--- src/rtl/down_timer.sv ---
// -----------------------------------------------------------------------------
// down_timer
//
// Programmable down-counting timer. A load captures a start value into both
// the live count and a reload register. While running, the count drops by one
// per clock. When the count first reads zero, a one-cycle terminal-count
// strobe is raised. In one-shot mode the timer then parks in DONE. In
// auto-reload mode it restarts from the reload value, which gives a period of
// reload+1 cycles.
//
// Ports
//   clk           in   1      rising-edge clock
//   rst           in   1      asynchronous, active-high reset
//   i_load        in   1      capture i_load_val into reload register and count
//   i_load_val    in   WIDTH  value captured on load
//   i_start       in   1      begin / resume counting
//   i_stop        in   1      pause counting (only acts while running)
//   i_auto_reload in   1      1 = periodic, 0 = one-shot
//   o_count       out  WIDTH  current count (registered)
//   o_busy        out  1      high while running
//   o_tc          out  1      one-cycle terminal-count pulse (registered)
//   o_done        out  1      high while a one-shot has expired
// -----------------------------------------------------------------------------
module down_timer #(
    parameter int WIDTH = 4
) (
    input  logic             clk,
    input  logic             rst,
    input  logic             i_load,
    input  logic [WIDTH-1:0] i_load_val,
    input  logic             i_start,
    input  logic             i_stop,
    input  logic             i_auto_reload,
    output logic [WIDTH-1:0] o_count,
    output logic             o_busy,
    output logic             o_tc,
    output logic             o_done
);

    typedef enum logic [1:0] {
        ST_IDLE = 2'd0,
        ST_RUN  = 2'd1,
        ST_DONE = 2'd2
    } state_t;

    state_t           r_state;
    logic [WIDTH-1:0] r_count;
    logic [WIDTH-1:0] r_reload;
    logic             r_tc;
    logic             r_busy;
    logic             r_done;

    // Decode helpers on registered state only, so no input reaches an output
    // through combinational logic.
    logic w_count_zero;
    logic w_count_one;
    logic w_reload_zero;

    assign w_count_zero  = (r_count == '0);
    assign w_count_one   = (r_count == WIDTH'(1));
    assign w_reload_zero = (r_reload == '0);

    // Single-process FSM. r_busy / r_done are registered copies of the state
    // decode and are written in every branch that changes r_state, which keeps
    // them exactly in step with r_state.
    always_ff @(posedge clk or posedge rst) begin
        if (rst) begin
            r_state  <= ST_IDLE;
            r_count  <= '0;
            r_reload <= '0;
            r_tc     <= 1'b0;
            r_busy   <= 1'b0;
            r_done   <= 1'b0;
        end else begin
            // The strobe is strictly one cycle unless a branch below re-asserts it.
            r_tc <= 1'b0;

            if (i_load) begin
                // A load overrides everything else on this edge, including start/stop.
                r_reload <= i_load_val;
                r_count  <= i_load_val;
                r_state  <= ST_IDLE;
                r_busy   <= 1'b0;
                r_done   <= 1'b0;
            end else begin
                unique case (r_state)
                    ST_IDLE: begin
                        // Stop outranks start but has nothing to pause here, so the
                        // edge is simply consumed.
                        if (!i_stop && i_start) begin
                            if (!w_count_zero) begin
                                // The count is not decremented on the starting edge.
                                r_state <= ST_RUN;
                                r_busy  <= 1'b1;
                                r_done  <= 1'b0;
                            end else begin
                                // Starting from zero expires immediately.
                                r_state <= ST_DONE;
                                r_busy  <= 1'b0;
                                r_done  <= 1'b1;
                                r_tc    <= 1'b1;
                            end
                        end
                    end

                    ST_RUN: begin
                        if (i_stop) begin
                            // Pause without decrementing. A pending count==1 keeps
                            // its strobe for when counting resumes.
                            r_state <= ST_IDLE;
                            r_busy  <= 1'b0;
                            r_done  <= 1'b0;
                        end else if (w_count_one) begin
                            // Zero crossing. The strobe lines up with the cycle in
                            // which the count reads zero.
                            r_count <= '0;
                            r_tc    <= 1'b1;
                            if (!i_auto_reload) begin
                                r_state <= ST_DONE;
                                r_busy  <= 1'b0;
                                r_done  <= 1'b1;
                            end
                        end else if (w_count_zero) begin
                            // Only reachable in auto-reload mode, one cycle after the
                            // crossing. A zero reload keeps the strobe high every
                            // cycle.
                            r_count <= r_reload;
                            if (w_reload_zero) begin
                                r_tc <= 1'b1;
                            end
                        end else begin
                            // Guarded by the two branches above, so this never
                            // wraps below zero.
                            r_count <= r_count - WIDTH'(1);
                        end
                    end

                    ST_DONE: begin
                        if (!i_stop && i_start) begin
                            r_count <= r_reload;
                            if (!w_reload_zero) begin
                                r_state <= ST_RUN;
                                r_busy  <= 1'b1;
                                r_done  <= 1'b0;
                            end else begin
                                // Restarting a zero-length timer re-expires at once.
                                r_tc <= 1'b1;
                            end
                        end
                    end

                    default: begin
                        // Unused encoding: recover to a safe idle state.
                        r_state <= ST_IDLE;
                        r_busy  <= 1'b0;
                        r_done  <= 1'b0;
                    end
                endcase
            end
        end
    end

    assign o_count = r_count;
    assign o_busy  = r_busy;
    assign o_tc    = r_tc;
    assign o_done  = r_done;

endmodule

--- config.mk ---
export PLATFORM = sky130hd
export DESIGN_NAME = down_timer
export DESIGN_NICKNAME = d
export VERILOG_FILES = /design/src/rtl/down_timer.sv
export SDC_FILE = /design/constraint.sdc
export NUM_CORES = 1
export LEC_CHECK = 0
export ABC_CLOCK_PERIOD_IN_PS = 3900
export CAP_MARGIN = 20
export CORE_AREA = 2 2 48 50
export CTS_CLUSTER_DIAMETER = 120
export DETAILED_ROUTE_END_ITERATION = 8
export DIE_AREA = 0 0 50 52
export HOLD_SLACK_MARGIN = 0.12
export PLACE_DENSITY = 0.74
export SLEW_MARGIN = 40
export SYNTH_ARGS = -nofsm -noshare
export SYNTH_HDL_FRONTEND = slang
export SYNTH_SLANG_ARGS = --single-unit
--- constraint.sdc ---
create_clock -name clk -period 3.9 [get_ports clk]
set_input_delay 0.78 -clock clk [delete_from_list [all_inputs] [get_ports clk]]
set_output_delay 0.78 -clock clk [all_outputs]
set_load 0.005 [all_outputs]
---- Yosys cells after proc, flatten, opt, wreduce, memory -nomap -nowiden ----
Index checks and enable logic that the tools add are counted.
word-level totals
  bits in registers ....................... 13
  input port bits ......................... 10
  word-level logic and storage cells ...... 65
  output and inout port bits .............. 7
cells by class
  reduce and logical (&&, ||, !) cells .... 8
  mux-type cells .......................... 41
  add/sub/neg operators ................... 1
  equality and inequality tests ........... 9
operator list
  operator                                          number
  2-to-1 mux 1 bit                                  23
  2-to-1 mux 4 bit                                  5
  2-to-1 mux 2 bit                                  8
  inequality test 3 bit, second input constant      4
  case mux 1 bit (3 select lines)                   3
  logical NOT 4 bit                                 2
  inequality test 4 bit, second input constant      2
  case mux 4 bit (2 select lines)                   1
  case mux 2 bit (3 select lines)                   1
  AND reduction 5 bit                               1
  == test 4 x 1 -> 1 bit, second input constant     1
  subtractor 4 x 1 -> 4 bit, second input constant  1
  AND reduction 3 bit                               1
  nonzero test 3 bit                                1
  == test 2 x 1 -> 1 bit, second input constant     1
  == test 2 bit, second input constant              1
  logical NOT 2 bit                                 1
  logical AND 1 bit                                 1
  logical NOT 1 bit                                 1

---- Depth between registers and ports, before layout ----
Gate-level depths: netlist of run 1.
  depth after elaboration ................. 7
  gate-level depth with buffers ........... 6
  gate-level depth less buffers ........... 6

---- Worst setup path before layout of run 1 ----
No wires, ideal clock.
  path kind ............................... in2reg
  start point ............................. input port i_auto_reload
  end point ............................... register r_busy, in the netlist o_busy
  required time ........................... 3.781 ns
  arrival time ............................ 1.814 ns
  path slack .............................. 1.966 ns
  library setup time ...................... 0.119 ns
  stages on the path ...................... 4
  buffers on the path ..................... 0
  cell sequence ........................... or4b_1 > a22oi_1 > a21oi_1 > a21bo_2
on the way
  cells in the longest elaborated chain, start to end .. 2
ends and longest elaborated chain
  item                             RTL line  text
  start, declared                  33        input logic i_auto_reload,
  inequality test 4 bit (no line)  n/a
  AND reduction 5 bit (no line)    n/a
  end signal, assigned             72        r_busy <= 1'b0;
  end signal, assigned             83        r_busy <= 1'b0;
  end signal, assigned             94        r_busy <= 1'b1;
  end, declared                    50        logic r_busy;
Every way passes these cells.
A chain may end at the register's enable or synchronous reset.

---- Final worst setup path of run 1 ----
  start point ............................. input port i_stop
  end point ............................... register r_count[0], in the netlist o_count[0]
on the way
  cells in the longest elaborated chain, start to end .. 4
  elaborated cells on any way between the ends .. 5
  those cells by class .................... eq/ne (2); reduce/logical (3)
ends and longest elaborated chain
  item                             RTL line  text
  start, declared                  32        input logic i_stop,
  logical NOT 1 bit                139       if (!i_stop && i_start) begin
  logical AND 1 bit                139
  inequality test 3 bit (no line)  n/a
  AND reduction 3 bit (no line) *  n/a
  end signal, assigned             127       r_count <= r_reload;
  end signal, assigned             134       r_count <= r_count - WIDTH'(1);
  end signal, assigned             140       r_count <= r_reload;
  end, declared                    47        logic [WIDTH-1:0] r_count;
Every way passes the cells marked *; elsewhere a longest branch is shown, timed or not.

==> flow_metrics.tcl, run 1 <==
set metrics [dict create \
    hold_violations 0 \
    syn_nets 95 \
    use_met2_pct 25.7 \
    ctsResizeCount 0 \
    synth-edff-count 0 \
    cp.required_ns 4.07 \
    max_cap_violations 0 \
    nFillCells 189 \
    synth-simple-area-share_pct 20.1 \
    grt_util_met3_pct 4.60 \
    antenna_found_initial 0 \
    multi_input_area_um2 483 \
    die_area_mm2 0.00260 \
    numPortBuffers 16 \
    cp_top_family "compound AO/OA/AOI/OAI gates" \
    critPathBufInv 1 \
    irDropWorstVdd_mv 0.205 \
    status "completed" \
    maxSlewViolCount 0 \
    synthCells 83 \
    placedCellCount 123 \
    layout-drive-gt1-share_pct 14.1 \
    start_kind "input pin" \
    synth.avg_cell_area_um2 10.2 \
    netlist_area_um2 847 \
    synth-xor-area-share_pct 1.03 \
    htreeDepth 1 \
    ys_seq_area_share_pct 38.4 \
    ys_types 39 \
    drt_iter0_drc 21 \
    p_leak_nw 0.422 \
    grt_pass1_vias 725 \
    core_mm2 0.00211 \
    track_usage_pct 15.7 \
    floorplan.io_pins 17 \
    postCtsSetupBuffers 0 \
    vias_per_cell 5.75 \
    drt_wl_total_um 1810 \
    dpl.hpwl_um 1400 \
    cpMaxStageDelayCell "nor3b_1" \
    skew_ns 0.00453 \
    first_pass_iters 4 \
    crit_arrival_ns 2.66 \
    ctsLongestPathBuffers 2 \
    worstHoldPathType "flip-flop to flip-flop" \
    syn2layout_area_growth_pct 23.3 \
    drc 0 \
    synth_top_family_by_area "compound AO/OA/AOI/OAI gates" \
    relSlewSlack_pct 55.5 \
    cts-buffers-inserted 3 \
    hold_slack_ns 0.482 \
    insertion_delay_ns 0.28 \
    grt_busiest_layer "met2" \
    clockRootBuffer "clkbuf_4" \
    seqCellArea_um2 325 \
    setup_viol_count_final 0 \
    grt_pass1_wl_um 3160 \
    gp_congestion 0.903 \
    synthFlopType "dfrtp_1" \
    setup_tns_ns 0 \
    num-nets-final 112 \
    yosysWarnings 0 \
    rsz0062_at_grt "no" \
    synthArstFlopShare_pct 100 \
    clkTransAtPathRegs_ns 0.08 \
    min_period_over_period_pct 63.9 \
    max_freq_ghz 0.401 \
    post-route-min-period_ns 2.49 \
    yosys_register_bits 13 \
    cts_tree "built" \
    worst_slew_pin_slew_ns 0.666 \
    overflow 0 \
    muxShareOfSynthArea_pct 5.32 \
    critPathKind "input pin to flip-flop" \
    antenna_left 0 \
    cts.sink_count 13 \
    holdBufCountCts 0 \
    synth_adder_area_share_pct 2.95 \
    endpoint_kind "flip-flop" \
    die_w_um 50 \
    routed-via-count 730 \
    cp_max_fo 6 \
    die_y_um 52 \
    cp_cell_sequence "clkdlybuf4s50_1, nor3b_1, a211oi_1, a31o_2, a221o_1" \
    slowest_delay_ns 0.61 \
    start_util_pct 40.2 \
    synth_compound_area_share_pct 27.6 \
    final_cells 127 \
    grt_util_met1_pct 19.6 \
    wire_per_inst_um 14.3 \
    grt_max_degree 17 \
    core.rowCount 17 \
    p_per_area_mw_per_mm2 305 \
    antenna_cells 0 \
]
placed cells by master, fill, tap and decap left out, types with 3 or more instances in the layout:
| cell type | n |
|---|---|
| a221o_1 | 3 |
| a21oi_1 | 8 |
| mux2_2 | 4 |
| clkbuf_4 | 3 |
| o21ai_0 | 4 |
| clkdlybuf4s50_1 | 16 |
| nor2b_1 | 3 |
| dfrtp_1 | 13 |
| a21o_1 | 4 |
| inv_1 | 4 |
synthesized netlist by cell type, drive strengths merged (2+ instances only):
library cell | number | area share, %
or4b | 2 | 2.4
mux2 | 4 | 5.3
dfrtp | 13 | 38
buf | 2 | 1.9
a21oi | 8 | 4.7
a21o | 4 | 3.5
nor3 | 2 | 1.2
ha | 2 | 3.0
a221o | 3 | 3.5
inv | 4 | 1.8
nand2 | 2 | 0.89
nor2 | 2 | 0.89
o21ai | 4 | 2.4
a2111oi | 2 | 4.3
nand3b | 2 | 1.8
or3b | 3 | 3.7
nor3b | 2 | 1.8
clkbuf | 2 | 0.89
nor2b | 3 | 2.2
layout make-up:
type                       instances  share of cell area (%)
tap                               28                    3.35
sequential                        13                    31.1
clock buffer                       4                    2.51
multi-input combinational         62                    46.2
timing repair buffer              16                    15.3
inverter                           4                    1.44
cells by family after synthesis:
group | count (synthesis)
AOI/OAI and AO/OA | 30
and+or+nand+nor | 25
DFF | 13
buffers and inverters | 8
muxes | 4
adders and majority gates | 2
xor gates and xnor gates | 1
sequential cells by signal, indices dropped and copies added (netlist names):
| signal | flops |
|---|---|
| r_state | 2 |
| r_reload | 4 |
| o_busy | 1 |
| o_done | 1 |
| o_tc | 1 |
| o_count | 4 |
metal layers:
layer | up-vias | wire [µm]
li1 | 351 | -
met3 | 4 | 103
met1 | 341 | 834
met5 | - | 0
met4 | 0 | 10
met2 | 34 | 861
per-stage QoR:
step	total power, W	instance area (µm²)	setup slack (ns)	util, %
after CTS	0.000322	1040	1.47	49.6
after detailed placement	0.000239	1020	1.18	48.4
after floorplan	0.000207	847	1.97	-
final	0.000319	1040	1.41	49.6
after global placement	0.000238	1020	1.27	48.4
after global routing	0.000342	1040	1.36	49.6
power breakdown:
group / internal, W / switching, W / total (W)
Sequential: 0.000145 / 0.0000155 / 0.000161
Combinational: 0.0000434 / 0.0000323 / 0.0000757
Clock: 0.0000397 / 0.0000425 / 0.0000822
final timing paths:
kind | startpoint | endpoint | slack (ns) | depth (start not counted)
setup / recovery | i_stop | o_count[0] | 1.41 | 5
hold / removal | o_done | o_done | 0.48 | 1
max in group asynchronous | rst | o_busy | 2.74 | 2
hold reg to reg | o_done | o_done | 0.48 | 1
setup reg to reg | o_count[1] | o_done | 1.88 | 6
min in group asynchronous | rst | o_tc | 0.82 | 2
Power figures use the tool's default switching activity.
==> run 2: changes to the inputs <==
- ABC_CLOCK_PERIOD_IN_PS: 3900 -> 2500
- clock period: 3.9 -> 2.5 ns (I/O delays scaled with it)
==> run 2 against run 1 <==
Net effect:
- flip-flop and latch count unchanged
- critical path depth increased by 1
- via count increased by 4.9%
- final area increased by 2.9%
- highest routed layer unchanged
==> flow_metrics.tcl, run 2 (same netlist as run 1, synthesis figures left out) <==
set metrics [dict create \
    drc 0 \
    hold_start "o_done" \
    start_kind "flip-flop" \
    status "completed" \
    post-route-min-period_ns 2.04 \
    core.rowCount 17 \
    worstHoldPathType "flip-flop to flip-flop" \
    cts.sink_count 13 \
    crit_arrival_ns 2.26 \
    dpl.hpwl_um 1510 \
    use_met2_pct 28.5 \
    postCtsSetupBuffers 0 \
    htreeDepth 1 \
    layout-drive-gt1-share_pct 17.5 \
    multi_input_area_um2 483 \
    maxSlewViolCount 0 \
    drt_wl_total_um 1940 \
    max_freq_ghz 0.490 \
    routed-via-count 766 \
    numPortBuffers 16 \
    gp_congestion 0.934 \
    cts_tree "built" \
    placedCellCount 127 \
    p_per_area_mw_per_mm2 468 \
    cts-buffers-inserted 3 \
    grt_util_met3_pct 3.45 \
    clockRootBuffer "clkbuf_4" \
    antenna_found_initial 0 \
    antenna_cells 0 \
    critPathLaunch "o_count[1]" \
    syn2layout_area_growth_pct 26.9 \
    overflow 0 \
    final_cells 131 \
    antenna_left 0 \
    num-nets-final 116 \
    irDropWorstVdd_mv 0.363 \
    core_mm2 0.00211 \
    insertion_delay_ns 0.27 \
    ctsResizeCount 0 \
    skew_ns 0.00647 \
    critPathKind "flip-flop to flip-flop" \
    ctsLongestPathBuffers 2 \
    max_cap_violations 0 \
    setup_tns_ns 0 \
    cp_max_fo 4 \
    clkTransAtPathRegs_ns 0.08 \
    setup_viol_count_final 0 \
    vias_per_cell 5.85 \
    p_leak_nw 0.442 \
    die_area_mm2 0.00260 \
    grt_busiest_layer "met2" \
    track_usage_pct 17.3 \
    endpoint_kind "flip-flop" \
    holdBufCountCts 0 \
    nFillCells 186 \
    relSlewSlack_pct 61.5 \
    first_pass_iters 4 \
    start_util_pct 40.2 \
    drt_iter0_drc 35 \
    min_period_over_period_pct 81.7 \
    rsz0062_at_grt "no" \
    die_y_um 52 \
    final_cell_mix "16 x clkdlybuf4s50_1, 13 x dfrtp_1, 8 x a21oi_1" \
    layout_commonest_cell "clkdlybuf4s50_1" \
    r2r-start "o_count[1]" \
    grt_max_degree 14 \
    grt_pass1_vias 748 \
    hold_violations 0 \
    wire_per_inst_um 14.8 \
    floorplan.io_pins 17 \
    cp.required_ns 2.72 \
    worst_slew_pin_slew_ns 0.576 \
    die_w_um 50 \
    grt_pass1_wl_um 3460 \
    grt_util_met1_pct 22.9 \
    seqCellArea_um2 325 \
]
-- run 2: where the power goes --
part / switching (W) / total, W / internal, W
Combinational: 0.0000510 / 0.000122 / 0.0000715
Sequential: 0.0000258 / 0.000253 / 0.000227
Clock: 0.0000668 / 0.000128 / 0.0000617
-- run 2: cell type report --
| class | count | area share, % |
|---|---|---|
| multi-input combinational | 62 | 44.9 |
| sequential | 13 | 30.3 |
| timing repair buffer | 20 | 17.7 |
| tap | 28 | 3.26 |
| clock buffer | 4 | 2.44 |
| inverter | 4 | 1.40 |
-- run 2: per-stage QoR --
stage	instance area (µm²)	hold WS (ns)	worst slack (ns)	util [%]	power, W
after floorplan	847	0.377	0.625	-	0.000322
after global placement	1050	0.461	0.329	49.8	0.000375
after detailed placement	1050	0.474	0.301	49.8	0.000379
after CTS	1070	0.493	0.471	51.0	0.000510
after global routing	1070	0.530	0.333	51.0	0.000538
final	1070	0.488	0.458	51.0	0.000503
-- run 2: routing by layer --
metal	up-vias	routed length, µm
li1	358	-
met1	374	847
met2	30	941
met3	4	121
met4	0	31
met5	-	0
-- run 2: worst paths after layout --
path,slack (ns),endpoint,cells after the start
worst min-delay path,0.49,o_done,1
max in group asynchronous,1.61,r_reload[0],2
worst max register to register,0.46,o_done,6
worst max-delay path,0.46,o_done,6
worst min register to register,0.49,o_done,1
min in group asynchronous,0.55,r_state[1],2
-- run 2: critical path, cell delays in order (launching register included) --
cell	delay (ns)
dfrtp_1	0.42
inv_1	0.09
ha_1	0.21
or3b_4	0.41
or3b_4	0.39
a2111oi_4	0.35
a21o_1	0.12
==> run 3: changes to the inputs <==
- ABC_CLOCK_PERIOD_IN_PS: 2500 -> 1900
- clock period: 2.5 -> 1.9 ns (I/O delays scaled with it)
==> run 3 against run 2 <==
Net effect:
- cell count increased by 15%
- clock-buffer cell count unchanged
- register-to-register slack worse by 0.44 ns
- first-iteration DRC count shrank 17%
- sequential power up 28%
- fmax is 8.6% higher
- non-clock buffer count is 20 higher
==> flow_metrics.tcl, run 3 (same netlist as run 1, synthesis figures left out) <==
set metrics [dict create \
    status "completed" \
    placedCellCount 146 \
    floorplan.io_pins 17 \
    drt_wl_total_um 2210 \
    min_period_over_period_pct 99.0 \
    max_freq_ghz 0.532 \
    drt_iter0_drc 29 \
    maxSlewViolCount 0 \
    slowest_delay_ns 0.39 \
    worst_slew_pin_slew_ns 0.492 \
    rsz0062_at_grt "yes" \
    overflow 0 \
    die_area_mm2 0.00260 \
    rrSetupSlack_ns 0.02 \
    die_w_um 50 \
    insertion_delay_ns 0.27 \
    core_mm2 0.00211 \
    cpMaxStageDelayCell "dfrtp_1" \
    nFillCells 174 \
    final_cells 151 \
    antenna_found_initial 0 \
    crit_arrival_ns 2.10 \
    cp_top_family "simple AND/OR/NAND/NOR gates" \
    placed_area_mm2 0.00119 \
    dpl.hpwl_um 1730 \
    clockRootBuffer "clkbuf_4" \
    cp_max_fo 4 \
    cp.required_ns 2.12 \
    cts-buffers-inserted 3 \
    start_kind "flip-flop" \
    first_pass_iters 4 \
    worst-path-stages 6 \
    layout-drive-gt1-share_pct 36.6 \
    irDropWorstVdd_mv 0.379 \
    critPathKind "flip-flop to flip-flop" \
    stdcell_area_mm2 0.00127 \
    setup_viol_count_final 0 \
    critPathBufInv 1 \
    num-nets-final 136 \
    cp_cell_sequence "inv_2, ha_4, or3b_4, or3b_4, a2111oi_4, a21o_1" \
    die_y_um 52 \
    grt_max_degree 14 \
    wire_per_inst_um 14.6 \
    reg2reg_to "o_done" \
    post-route-min-period_ns 1.88 \
    antenna_left 0 \
    skew_ns 0.00117 \
    endpoint_kind "flip-flop" \
    antenna_cells 0 \
    numPortBuffers 16 \
    hold_slack_ns 0.427 \
    hold_violations 0 \
    p_per_area_mw_per_mm2 569 \
    vias_per_cell 5.64 \
    syn2layout_area_growth_pct 50.4 \
    crit_top_cell "or3b_4" \
    max_cap_violations 0 \
    grt_pass1_wl_um 3940 \
    htreeDepth 1 \
    final_cell_mix "24 x buf_4, 16 x clkdlybuf4s50_1, 12 x dfrtp_1, 8 x a21oi_1" \
    r2r-start "o_count[1]" \
    reg2reg_depth 6 \
    routed-via-count 852 \
    cts_tree "built" \
    ctsLongestPathBuffers 2 \
    grt_pass1_vias 835 \
    drc 0 \
    clkTransAtPathRegs_ns 0.08 \
    track_usage_pct 20.2 \
    cts.sink_count 13 \
    relSlewSlack_pct 67.1 \
    core.rowCount 17 \
    start_util_pct 40.2 \
    worstHoldPathType "input pin to async pin" \
    gp_congestion 0.903 \
    layout_commonest_cell "buf_4" \
    p_leak_nw 0.543 \
]
run 3: cell count changes in the layout (fill, tap and decap cells not counted), sizes merged:
| cell | previous run | this run |
|---|---|---|
| buf | 4 | 24 |
run 3: stage by stage:
stage / setup TNS, ns / util [%] / total power (W) / worst slack [ns]
after global placement: -0.271 / 56.6 / 0.000537 / -0.107
after floorplan: 0 / - / 0.000424 / 0.0245
final: 0 / 60.5 / 0.000724 / 0.0189
after detailed placement: -0.437 / 56.6 / 0.000542 / -0.117
after global routing: -0.156 / 60.5 / 0.000782 / -0.0815
after CTS: -0.100 / 59.2 / 0.000724 / -0.0506
run 3: routing by layer:
metal / global-route usage (%) / wire length, µm
met1: 25.0 / 915
met2: 34.2 / 1160
met3: 3.74 / 104
met4: 8.80 / 25
met5: 0 / 0
run 3: area by class of cell:
type / instances / area [µm²] / share of cell area (%)
well taps: 28 / 35.0 / 2.75
clock buffers: 4 / 26.3 / 2.06
flip-flops and latches: 13 / 327 / 25.6
multi-input cells: 62 / 531 / 41.7
repair buffers: 40 / 340 / 26.7
inverters: 4 / 15.0 / 1.18
run 3: worst max path at each step:
stage | start | end | slack (ns)
3_3_place_gp | i_auto_reload | o_busy | -0.11
4_1_cts | o_count[1] | r_state[1] | -0.05
6_report | o_count[1] | o_done | 0.02
3_5_place_dp | i_auto_reload | o_busy | -0.12
2_1_floorplan | o_count[1] | o_done | 0.02
5_1_grt | o_count[1] | r_state[1] | -0.08
run 3: power by group:
| group | internal (W) | switching, W |
|---|---|---|
| combinational | 0.000136 | 0.0000929 |
| clock | 0.0000813 | 0.0000915 |
| sequential | 0.000299 | 0.0000237 |
| total | 0.000516 | 0.000208 |
run 3: what timing repair did:
action / 4_1_cts / 5_1_grt
hold buffers: 0 / 0
setup buffers: 1 / 0
gates resized for setup: 5 / 5
pin swaps: 1 / 2
endpoints found under the setup margin: 2 / 6
run 3: worst reg2reg max path, stage by stage, from the launching register on:
cell and delay, ns:
dfrtp_1 0.39, inv_2 0.08, ha_4 0.14, or3b_4 0.38
or3b_4 0.39, a2111oi_4 0.32, a21o_1 0.12
